## config.mk

```make
export PLATFORM = sky130hd
export DESIGN_NAME = load_store_unit
export DESIGN_NICKNAME = d
export VERILOG_FILES = /design/src/rtl/load_store_unit.sv
export SDC_FILE = /design/constraint.sdc
export NUM_CORES = 1
export LEC_CHECK = 0
export CAP_MARGIN = 20
export CELL_PAD_IN_SITES_DETAIL_PLACEMENT = 1
export CELL_PAD_IN_SITES_GLOBAL_PLACEMENT = 1
export CORE_MARGIN = 2
export CORE_UTILIZATION = 33
export DETAILED_ROUTE_END_ITERATION = 8
export PLACE_DENSITY = 0.76
export REMOVE_ABC_BUFFERS = 1
export SLEW_MARGIN = 15
export SYNTH_ARGS = -nofsm -noshare
export SYNTH_HDL_FRONTEND = slang
export SYNTH_SLANG_ARGS = --single-unit
```

## constraint.sdc

```tcl
create_clock -name clk -period 2.4 [get_ports clk]
set_clock_uncertainty 0.1 [all_clocks]
set_input_delay 0.6 -clock clk [delete_from_list [all_inputs] [get_ports clk]]
set_output_delay 0.6 -clock clk [all_outputs]
set_load 0.02 [all_outputs]
```

## src/rtl/load_store_unit.sv

```systemverilog
// load_store_unit: EX/MEM load/store engine with a single-beat dmem bus.
// Optional build macro MISALIGN_TRAP_EN adds the misaligned trap output.
module load_store_unit #(
    parameter int DATA_WIDTH  = 32,
    parameter int ACK_TIMEOUT = 15
) (
    input  logic                  clk,
    input  logic                  rst,
    input  logic                  i_valid,
    input  logic                  ctrl_mem_read,
    input  logic                  ctrl_mem_write,
    input  logic [2:0]            funct3,
    input  logic [DATA_WIDTH-1:0] alu_result,
    input  logic [DATA_WIDTH-1:0] write_data,
    output logic                  dmem_req,
    output logic                  dmem_we,
    output logic [DATA_WIDTH-1:0] dmem_addr,
    output logic [3:0]            dmem_be,
    output logic [DATA_WIDTH-1:0] dmem_wdata,
    input  logic                  dmem_ack,
    input  logic [DATA_WIDTH-1:0] dmem_rdata,
    output logic                  o_valid,
    output logic [DATA_WIDTH-1:0] mem_result,
    output logic [DATA_WIDTH-1:0] from_mem,
    output logic                  stall,
`ifdef MISALIGN_TRAP_EN
    output logic                  misaligned,
`endif
    output logic                  bus_error
);

    localparam int CW = $clog2(ACK_TIMEOUT + 1);

    typedef enum logic [1:0] {
        IDLE = 2'd0,
        BUS  = 2'd1,
        RESP = 2'd2
    } state_t;

    state_t                state;
    logic [CW-1:0]         cnt;
    logic [1:0]            size_q;
    logic                  uns_q;
    logic [1:0]            off_q;
    logic                  is_mem;
    logic                  accept;
    logic [3:0]            be_calc;
    logic [DATA_WIDTH-1:0] wdata_calc;
    logic [DATA_WIDTH-1:0] load_val;
    logic [7:0]            lane_b;
    logic [15:0]           lane_h;
`ifdef MISALIGN_TRAP_EN
    logic                  mis;
`endif

    assign is_mem = ctrl_mem_read | ctrl_mem_write;
    assign accept = (state == IDLE) & i_valid & is_mem;
    assign stall  = accept | (state == BUS);

`ifdef MISALIGN_TRAP_EN
    assign mis = ((funct3[1:0] == 2'b01) & alu_result[0])
               | (funct3[1] & (|alu_result[1:0]));
`endif

    // Byte enables and lane-replicated store data for the incoming op
    always_comb begin
        be_calc    = 4'b1111;
        wdata_calc = write_data;
        unique case (1'b1)
            (funct3[1:0] == 2'b00): begin
                be_calc    = 4'b0001 << alu_result[1:0];
                wdata_calc = {(DATA_WIDTH/8){write_data[7:0]}};
            end
            (funct3[1:0] == 2'b01): begin
                be_calc    = 4'b0011 << {alu_result[1], 1'b0};
                wdata_calc = {(DATA_WIDTH/16){write_data[15:0]}};
            end
            funct3[1]: begin
                be_calc    = 4'b1111;
                wdata_calc = write_data;
            end
        endcase
    end

    // Lane select and sign/zero extension of the returned read data
    always_comb begin
        lane_b   = dmem_rdata[{off_q, 3'b000} +: 8];
        lane_h   = dmem_rdata[{off_q[1], 4'b0000} +: 16];
        load_val = dmem_rdata;
        unique case (1'b1)
            (size_q == 2'b00):
                load_val = {{(DATA_WIDTH-8){lane_b[7] & ~uns_q}}, lane_b};
            (size_q == 2'b01):
                load_val = {{(DATA_WIDTH-16){lane_h[15] & ~uns_q}}, lane_h};
            size_q[1]:
                load_val = dmem_rdata;
        endcase
    end

    // Access FSM with registered bus and writeback outputs
    always_ff @(posedge clk or negedge rst) begin
        if (!rst) begin
            state      <= IDLE;
            cnt        <= '0;
            size_q     <= '0;
            uns_q      <= 1'b0;
            off_q      <= '0;
            dmem_req   <= 1'b0;
            dmem_we    <= 1'b0;
            dmem_addr  <= '0;
            dmem_be    <= '0;
            dmem_wdata <= '0;
            o_valid    <= 1'b0;
            mem_result <= '0;
            from_mem   <= '0;
            bus_error  <= 1'b0;
`ifdef MISALIGN_TRAP_EN
            misaligned <= 1'b0;
`endif
        end else begin
            o_valid   <= 1'b0;
            bus_error <= 1'b0;
`ifdef MISALIGN_TRAP_EN
            misaligned <= 1'b0;
`endif
            case (state)
                IDLE: begin
                    if (i_valid) begin
                        from_mem <= alu_result;
                        if (!is_mem) begin
                            o_valid    <= 1'b1;
                            mem_result <= alu_result;
                        end
`ifdef MISALIGN_TRAP_EN
                        else if (mis) begin
                            misaligned <= 1'b1;
                            o_valid    <= 1'b1;
                            mem_result <= '0;
                            state      <= RESP;
                        end
`endif
                        else begin
                            dmem_req   <= 1'b1;
                            dmem_we    <= ctrl_mem_write;
                            dmem_addr  <= {alu_result[DATA_WIDTH-1:2], 2'b00};
                            dmem_be    <= be_calc;
                            dmem_wdata <= wdata_calc;
                            size_q     <= funct3[1:0];
                            uns_q      <= funct3[2];
                            off_q      <= alu_result[1:0];
                            cnt        <= '0;
                            state      <= BUS;
                        end
                    end
                end
                BUS: begin
                    if (dmem_ack) begin
                        dmem_req   <= 1'b0;
                        dmem_we    <= 1'b0;
                        mem_result <= load_val;
                        o_valid    <= 1'b1;
                        state      <= RESP;
                    end else begin
                        cnt <= cnt + 1'b1;
                        if (cnt == CW'(ACK_TIMEOUT - 1)) begin
                            dmem_req   <= 1'b0;
                            dmem_we    <= 1'b0;
                            bus_error  <= 1'b1;
                            mem_result <= '0;
                            o_valid    <= 1'b1;
                            state      <= RESP;
                        end
                    end
                end
                RESP:    state <= IDLE;
                default: state <= IDLE;
            endcase
        end
    end

endmodule
```

==> metrics.txt <==
vias in the first global route=6389; P_leak=0.00450 uW; Die Width=146 um; Hold Fails Final Rpt=0; HP Class=register to register; clk buf depth=2; final wirelength=between 20000 and 25000 um; mean cell area of the mapped netlist=9.67 um2; fmax=423 MHz; via count=5900; Syn Inst Count=687; #FFs+latches synth=145; GRT Residual Overflow=0; final net count=between 1000 and 1500; area leader, netlist=dfrtp_1; worst vdd ir=around 0.6 mV; Post-synth ARST share=1.00; I/O pin count=242; Detail Placement HPWL=approximately 16000 um; prevailing post-synth register cell=dfrtp_1; first-pass GRT wire length=36200 um; CP Capture Type=primary output; Area contributors post-synth=dfrtp_1, nand2_1, mux2_2; Slew headroom=0.337; Max Transition Viols Final=0; Total Die Area=0.0213 mm2; pre-CTS WS=-0.467 ns; clock root cell=clkbuf_16; Port Buf Inserts=239; Post-Syn Area=0.00665 mm2; drt initial violations=263; FILL cells=2211; RSZ-0062 raised after global routing=no; antenna cell count=0; top-count cell post-synth=nand2_1; largest net degree at the start of global routing=100; final antenna-violating net count=0; number of CTS-inserted buffers=17; global placer's final weighted congestion=0.850; Area growth syn-to-layout=52.5%; Hold WS=approximately 0.38 ns; post-synthesis sequential area ratio=0.546; total track usage=0.217; Final Core Density=0.517; CP Launch Type=input pin; worst-margin pin slew=0.995 ns; Worst-path clk slew=0.06 ns; post-DR wirelength/cell=between 15 and 20 um; PD cells=approximately 1200 mW/mm2; vias per cell=4.89; share of post-route cells with drive strength above 1=0.114; required time of the critical path=1.70 ns; post-route cell area=0.0101 mm2; FP Rows=51; post-CTS setup buffers=0; critical path arrival=approximately 1.7 ns; Netlist cell types=40; initial core utilization=0.339; Max-cap violations=0; setup TNS=0 ns; setup ws final=0.0385 ns; htree depth=4; worst setup path class=input pin to primary output; final critical-path required period=2.36 ns; worst-skew pair later-pin latency=0.42 ns; status=finished, final reports clean; CP Max Fanout=2; period utilization=0.984; Synth top area share=0.546; Die H=146 um; initial antenna violation count=2; Synth warnings=0; Core Region=0.0196 mm2; CTS sink count=roughly 150; Final setup viols=0; drt pass-1 iters=4; drc violations=0; CTS tree=done; most instantiated cells after synthesis=nand2_1, dfrtp_1, mux2_2, mux2i_1, nor2_1; Post-synth EDFFs=0; Post-DP Area=0.00949 mm2
-- registers in the layout, summed over array words and instances (netlist names), 2 cells and up --
register and flops:
state 2, off_q 2, dmem_be 4, mem_result 32, from_mem 32, size_q 2, cnt 4, dmem_addr 30
dmem_wdata 32
-- area by class of cell --
cell class / count / area, um2 / share of cell area
clock buffers: 18 / 429 / 0.0424
repair buffers: 274 / 2740 / 0.270
well taps: 265 / 332 / 0.0327
flip-flops and latches: 145 / 3630 / 0.358
inverters: 17 / 63.8 / 0.00630
clock inverters: 11 / 190 / 0.0188
multi-input cells: 477 / 2750 / 0.272
-- through the flow --
step	std cells	total power, uW
6_report	1207	11900
5_1_grt	1207	12600
4_1_cts	1207	12000
3_5_place_dp	1177	9100
3_3_place_gp	1177	8940
2_1_floorplan	639	6320
-- cells by family (layout without fill, tap and decap cells) --
kind of cell               after synthesis  after routing  synth area share
buffers and inverters                   66            320            0.0454
adders and majority gates                2              2           0.00377
muxes                                   66             66             0.106
AOI/OAI and AO/OA                      130            130             0.131
and+or+nand+nor                        275            275             0.165
other                                    1              2          0.000564
DFF                                    145            145             0.546
xor gates and xnor gates                 2              2           0.00264
-- cells in the final DEF (no fill, tap or decap), types with 27 or more instances in the layout --
master	netlist	final
a21oi_1	30	30
buf_4	3	27
clkdlybuf4s50_1	0	237
dfrtp_1	145	145
mux2_2	33	33
mux2i_1	33	33
nand2_1	222	221
nor2_1	33	33
o21ai_0	27	27
-- repair_timing --
action                                  4_1_cts  5_1_grt
pin swaps                                     0        1
gates resized for setup                       6        3
endpoints found under the setup margin        3       18
endpoints found under the hold margin        17        0
hold buffers                                  1        0
-- worst paths after layout --
kind / start / to / slack [ns] / cells past startpoint
max: i_valid / stall / 0.04 / 5
min reg2reg: dmem_wdata[15] / dmem_wdata[15] / 0.38 / 2
min in group asynchronous: rst / dmem_wdata[20] / 0.57 / 2
min: dmem_wdata[15] / dmem_wdata[15] / 0.38 / 2
max in group asynchronous: rst / dmem_addr[13] / 0.99 / 3
max reg2reg: state[1] / mem_result[27] / 0.23 / 8
-- per-layer routing --
layer,global-route usage,vias to the layer above,part of all wire
met5,0,-,0.00071
met4,0.0623,2,0.016
met3,0.0592,24,0.062
met2,0.361,154,0.48
met1,0.279,2914,0.44
li1,-,2806,-
-- worst max-delay path: stages --
cell and delay, ns:
clkdlybuf4s50_1 0.49, nor3b_4 0.27, o21ai_4 0.09, nand2_2 0.09
buf_6 0.12
-- power by group --
group | leakage (uW) | internal [uW] | total [uW] | switching, uW
Combinational | 0.00246 | 2420 | 5140 | 2720
Clock | 0.000301 | 1820 | 2870 | 1050
Sequential | 0.00174 | 3330 | 3890 | 554
(Power assumes the default switching activity.)
